$ cat config.mk
export PLATFORM = sky130hd
export DESIGN_NAME = trace_capture_fifo
export DESIGN_NICKNAME = d
export VERILOG_FILES = /design/src/rtl/trace_capture_fifo.sv
export SDC_FILE = /design/constraint.sdc
export NUM_CORES = 2
export LEC_CHECK = 0
export CAP_MARGIN = 20
export CORE_UTILIZATION = 55
export CTS_CLUSTER_DIAMETER = 150
export DETAILED_ROUTE_END_ITERATION = 6
export HOLD_SLACK_MARGIN = 0.06
export MAX_ROUTING_LAYER = met4
export PLACE_DENSITY_LB_ADDON = 0.08
export SETUP_SLACK_MARGIN = 0.15
export SYNTH_ARGS = -nofsm -noshare
export SYNTH_HDL_FRONTEND = slang
export SYNTH_SLANG_ARGS = --single-unit
export TNS_END_PERCENT = 30
$ cat constraint.sdc
create_clock -name clk -period 5.5 [get_ports clk]
set_input_delay 1.1 -clock clk [delete_from_list [all_inputs] [get_ports clk]]
set_output_delay 1.1 -clock clk [all_outputs]
set_load 0.01 [all_outputs]
$ cat src/rtl/trace_capture_fifo.sv
// trace_capture_fifo
//
// Captures per-cycle core debug records (pc, inst, aluOut, writeBack) into a
// DEPTH-record FIFO once a trigger PC is seen, then streams each record out as
// four 32-bit words over a valid/ready handshake.
//
// Optional feature: define TRACE_FILTER_EN to store only cycles where the core
// writes a register or memory (i_RegWEn || i_memRW). The default build stores
// every capture cycle.
//
// Ports
//   clk                     single clock, rising edge
//   reset                   synchronous, active-low
//   i_pc/i_inst/i_aluOut/i_writeBack  core debug words for this cycle
//   i_RegWEn, i_memRW       core write strobes (used by the filter only)
//   i_arm, i_stop, i_clear  capture control
//   i_trig_pc               trigger address
//   o_data, o_last          readout word, last word of the record
//   o_valid, i_ready        readout handshake
//   o_count                 records stored (0..DEPTH)
//   o_overflow              sticky: a record was dropped while full
//   o_state                 capture FSM state
//
// state   | meaning
// --------+-----------------------------------------------
// IDLE    | not capturing; waiting for i_arm
// ARMED   | watching for i_pc == i_trig_pc
// CAPTURE | storing one record per cycle until i_stop

module trace_capture_fifo #(
  parameter int DEPTH = 16
) (
  input  logic                     clk,
  input  logic                     reset,
  input  logic [31:0]              i_pc,
  input  logic [31:0]              i_inst,
  input  logic [31:0]              i_aluOut,
  input  logic [31:0]              i_writeBack,
  input  logic                     i_RegWEn,
  input  logic                     i_memRW,
  input  logic                     i_arm,
  input  logic                     i_stop,
  input  logic                     i_clear,
  input  logic [31:0]              i_trig_pc,
  output logic [31:0]              o_data,
  output logic                     o_last,
  output logic                     o_valid,
  input  logic                     i_ready,
  output logic [$clog2(DEPTH):0]   o_count,
  output logic                     o_overflow,
  output logic [1:0]               o_state
);

  localparam int AW = $clog2(DEPTH);
  localparam logic [AW:0] FULL_CNT = (AW+1)'(DEPTH);

  typedef enum logic [1:0] {
    IDLE    = 2'b00,
    ARMED   = 2'b01,
    CAPTURE = 2'b10
  } state_t;

  state_t        r_state;
  logic [31:0]   r_mem [0:DEPTH-1][0:3];
  logic [AW-1:0] r_wptr;
  logic [AW-1:0] r_rptr;
  logic [AW:0]   r_count;
  logic [1:0]    r_idx;
  logic          r_overflow;

  logic w_match;
  logic w_capture;
  logic w_push_req;
  logic w_valid;
  logic w_hs;
  logic w_pop;
  logic w_full;
  logic w_push;

  assign w_match = (i_pc == i_trig_pc);

  // The trigger cycle itself is captured; clear and stop cycles never are.
  assign w_capture = !i_clear && !i_stop &&
                     ((r_state == CAPTURE) || ((r_state == ARMED) && w_match));

`ifdef TRACE_FILTER_EN
  assign w_push_req = w_capture && (i_RegWEn || i_memRW);
`else
  assign w_push_req = w_capture;
  logic w_unused_strobes;
  assign w_unused_strobes = i_RegWEn ^ i_memRW;
`endif

  assign w_valid = (r_count != '0);
  assign w_hs    = w_valid && i_ready;
  assign w_pop   = w_hs && (r_idx == 2'd3);
  assign w_full  = (r_count == FULL_CNT);
  // A completing pop frees a slot in the same cycle, so a full FIFO still
  // accepts the push.
  assign w_push  = reset && w_push_req && (!w_full || w_pop);

  always_ff @(posedge clk) begin
    if (!reset) begin
      r_state    <= IDLE;
      r_wptr     <= '0;
      r_rptr     <= '0;
      r_count    <= '0;
      r_idx      <= '0;
      r_overflow <= 1'b0;
    end else if (i_clear) begin
      r_state    <= IDLE;
      r_wptr     <= '0;
      r_rptr     <= '0;
      r_count    <= '0;
      r_idx      <= '0;
      r_overflow <= 1'b0;
    end else begin
      if (i_stop) begin
        r_state <= IDLE;
      end else begin
        case (r_state)
          IDLE:    if (i_arm)   r_state <= ARMED;
          ARMED:   if (w_match) r_state <= CAPTURE;
          CAPTURE: r_state <= CAPTURE;
          default: r_state <= IDLE;
        endcase
      end

      if (w_push) r_wptr <= r_wptr + 1'b1;
      if (w_pop)  r_rptr <= r_rptr + 1'b1;
      if (w_hs)   r_idx  <= r_idx + 2'd1;

      r_count <= r_count + {{AW{1'b0}}, w_push} - {{AW{1'b0}}, w_pop};

      if (w_push_req && w_full && !w_pop) r_overflow <= 1'b1;
    end
  end

  // Storage is intentionally not reset; pointers and count define validity.
  always_ff @(posedge clk) begin
    if (w_push) begin
      r_mem[r_wptr][0] <= i_pc;
      r_mem[r_wptr][1] <= i_inst;
      r_mem[r_wptr][2] <= i_aluOut;
      r_mem[r_wptr][3] <= i_writeBack;
    end
  end

  assign o_valid    = w_valid;
  assign o_data     = w_valid ? r_mem[r_rptr][r_idx] : 32'd0;
  assign o_last     = w_valid && (r_idx == 2'd3);
  assign o_count    = r_count;
  assign o_overflow = r_overflow;
  assign o_state    = r_state;

endmodule

==> results.md <==
* Hold path cells at 1
* Area occupied by multi-input gates at 16,800 µm²
* Site Rows at about 140
* Post-synth EDFFs at roughly 2,000
* First-pass iteration count of the detailed router at 7
* Via count at 39,554
* Per-cell routed wire length at around 34 µm
* Vias in the first global route at 40,068
* Layout area overhead at 16.8%
* PwrDens at about 330 nW/µm²
* CP arrival at between 4 and 5 ns
* Reg area at 62,000 µm²
* Cell Int Power at 24.8 mW
* Worst r2r path cells at 15
* WP data required at about 4.4 ns
* Vias/cell at approximately 6.5
* Async SR Flop Fraction at 0
* Sequential fraction of the synthesis area at 0.776
* First-pass GRT wire length at between 200 and 300 mm
* Worst VDD drop at approximately 280 µV
* Htree depth at 4
* Worst Skew at 0.0243 ns
* Initial drt markers at ~4,700
* # DRC at 18
* MaxCap Viol Count at 0
* Initial antenna violation count at 22
* FF+latch count, synth at between 2,000 and 2,500
* Utilization after layout at 0.648
* HPWL after detailed placement at 125 mm
* Logic pwr share at 0.014
* Sw Pwr at approximately 6.0 mW
* CTS buffer count at ~200
* Sw frac at 0.196
* Crit share post-route at 0.954
* Fin. Hold Viols at 0
* Failing checks: DRC
* HP Class: register to register
* RSZ-0062 raised after global routing: yes
* Core area at around 140,000 µm²
* Distinct cell type count after synthesis at 60
* CP max FO at 41
* Gate Count Post-Synth at about 3,500
* Crit end category: output port
* Number of placed I/O pins at 210
* CTS Root Buffer Type: clkbuf_16
* Clk network pwr share at 0.424
* TNS Setup at 0 ns
* # fillers at 9,340
* Layout cells sized above 1 at 0.275
* Final Max Slew Viols at 0
* Clock sinks at between 2,000 and 2,500
* Final hold slack at just under 0.5 ns
* Final setup violation count at 0
* CP Launch Type: register
* Status: finished with violations
* Design Power at between 30 and 40 mW
* DP Area at between 80,000 and 90,000 µm²
* Mapped Area at about 80,000 µm²
* CTS tree: yes
* Synth Flop Type: edfxtp_1
* R2R Setup Slk at ~1.6 ns
* Top cells by area, synth: edfxtp_1 (77%), mux4_2 (15%), mux2i_1 (1.2%)
* Initial Utilization at 0.555
* CTS clk-pin slew, worst paths at ~0.060 ns
* Die Wd at between 300 and 400 µm
* Top-area cell type share of the netlist area at 0.771
* Global-route usage over all layers at 0.297
* Grt ovf at 0
* YS warnings at 0
* Power share of the sequential group at 0.562
* # nets final at approximately 4,200
* Skew-Pair Late Insertion Delay at around 0.83 ns
* Synthesized Nets at between 3,000 and 4,000
* Die height at around 380 µm
* Longest Clk Path Bufs at 3
* Max-Slew Margin vs Limit at 0.412
* Fmax at 190 MHz
* Average cell area after synthesis at around 23 µm²
* Leak pwr at 28.7 nW
* Worst-Margin Slew at roughly 0.88 ns
* Largest net degree at the start of global routing at 90
* Die area at between 100,000 and 150,000 µm²
* IO buf count at around 210
* Fin crit period at approximately 5.2 ns
* Post-route cell area at between 90,000 and 100,000 µm²
* GP Congestion at 0.844
* Antenna Nets Post-Route at 0
* # hold bufs at CTS at 0
* Post-Route WL at approximately 210 mm
* Synth area leader: edfxtp_1
* CP Class: register to output port
placed cells by master, fill, tap and decap left out, drive strengths merged, types with 11 or more instances in the layout:
cell type	count
o22ai	41
mux4	530
dfxtp	22
and2	20
nor2b	21
and3	23
a22oi	23
nor2	45
clkinv	91
mux2i	99
edfxtp	2048
o21ai	30
inv	24
a211oi	34
buf	282
nor3	19
nand4	12
mux2	17
a31oi	18
clkbuf	252
nand3	31
nand2	102
xnor2	36
a221oi	11
a21oi	41
ha	15
clkdlybuf4s50	207
worst paths after layout:
kind | start | end
worst max-delay path | register | o_data[19]
worst min-delay path | o_overflow | o_overflow
worst max register to register | r_idx[1] | o_count[4]
worst min register to register | o_overflow | o_overflow
power by group through the flow:
stage                     Clock, mW  Combinational, mW  Sequential (mW)
after floorplan                   0             0.0264             17.7
after global placement            0              0.411             17.7
final                          13.1              0.441             17.3
after detailed placement          0              0.440             17.7
after global routing           13.8              0.467             17.3
after CTS                      13.3              0.440             17.3
per-layer routing:
metal	GRT usage	routed length [µm]	vias up	share of wire
li1	-	-	15957	-
met1	0.414	83900	21418	0.40
met2	0.469	104000	1911	0.50
met4	0.0681	4300	0	0.021
met3	0.0471	16400	268	0.079
met5	-	0	-	0
cell families (layout without fill, tap and decap cells):
logic type / after synthesis / in the layout / synth area share
xor gates and xnor gates: 39 / 39 / 0.00428
and+or+nand+nor: 291 / 291 / 0.0176
other: 0 / 10 / 0
muxes: 646 / 646 / 0.165
DFF: 2070 / 2070 / 0.776
adders and majority gates: 16 / 16 / 0.00260
AOI/OAI and AO/OA: 237 / 237 / 0.0198
buffers and inverters: 198 / 872 / 0.0148
stage by stage:
stage	cells	setup WS, ns
final	6084	0.251
after CTS	6074	0.0231
after floorplan	3497	-0.373
after detailed placement	5702	0.217
after global routing	6082	0.124
after global placement	5702	0.0836
sequential cells by signal, summed over array words and instances, names as in the netlist, named ones only:
signal	flops
o_count	5
o_overflow	1
o_state	2
r_idx	2
r_mem	2048
r_rptr	4
r_wptr	4
cell usage after synthesis, types with 3 or more instances:
| cell | count |
|---|---|
| edfxtp_1 | 2048 |
| mux4_2 | 530 |
| nand2_1 | 102 |
| mux2i_1 | 99 |
| buf_2 | 62 |
| clkbuf_1 | 46 |
| nor2_1 | 45 |
| a21oi_1 | 41 |
| o22ai_1 | 41 |
| xnor2_1 | 36 |
| a211oi_1 | 34 |
| buf_4 | 34 |
| nand3_1 | 31 |
| buf_6 | 26 |
| a22oi_1 | 23 |
| and3_1 | 23 |
| dfxtp_1 | 22 |
| nor2b_1 | 21 |
| and2_1 | 20 |
| nor3_1 | 19 |
| a31oi_1 | 18 |
| o21ai_0 | 17 |
| mux2_2 | 16 |
| ha_1 | 15 |
| inv_1 | 14 |
| o21ai_1 | 13 |
| nand4_1 | 12 |
| a221oi_1 | 11 |
| buf_1 | 10 |
| o211ai_1 | 7 |
| nand2b_1 | 6 |
| a2111oi_0 | 5 |
| o221ai_1 | 5 |
| nor4_1 | 4 |
| a2bb2oi_1 | 3 |
| buf_8 | 3 |
| inv_2 | 3 |
| nor3b_1 | 3 |
| xor2_1 | 3 |
layout make-up:
class,count,area share
antenna,10,0.000269
clock buffer,252,0.0571
clock inverter,114,0.00967
inverter,17,0.000779
multi-input combinational,1229,0.180
sequential,2070,0.665
tap,1903,0.0256
timing repair buffer,489,0.0614
worst max-delay path: stages (launching register included):
cell and delay, ns:
dfxtp_4 0.48, buf_12 0.17, buf_12 0.31, mux4_2 0.59, mux4_2 0.48, nor2_1 0.34
o211ai_1 0.34, clkdlybuf4s50_1 0.58
repair_timing:
| action | in CTS | in global routing |
|---|---|---|
| setup endpoints to repair | 28 | 9 |
| gates resized for setup | 6 | 10 |
| setup buffers | 6 | 0 |
No activity file was read; power rests on OpenSTA's default activity.
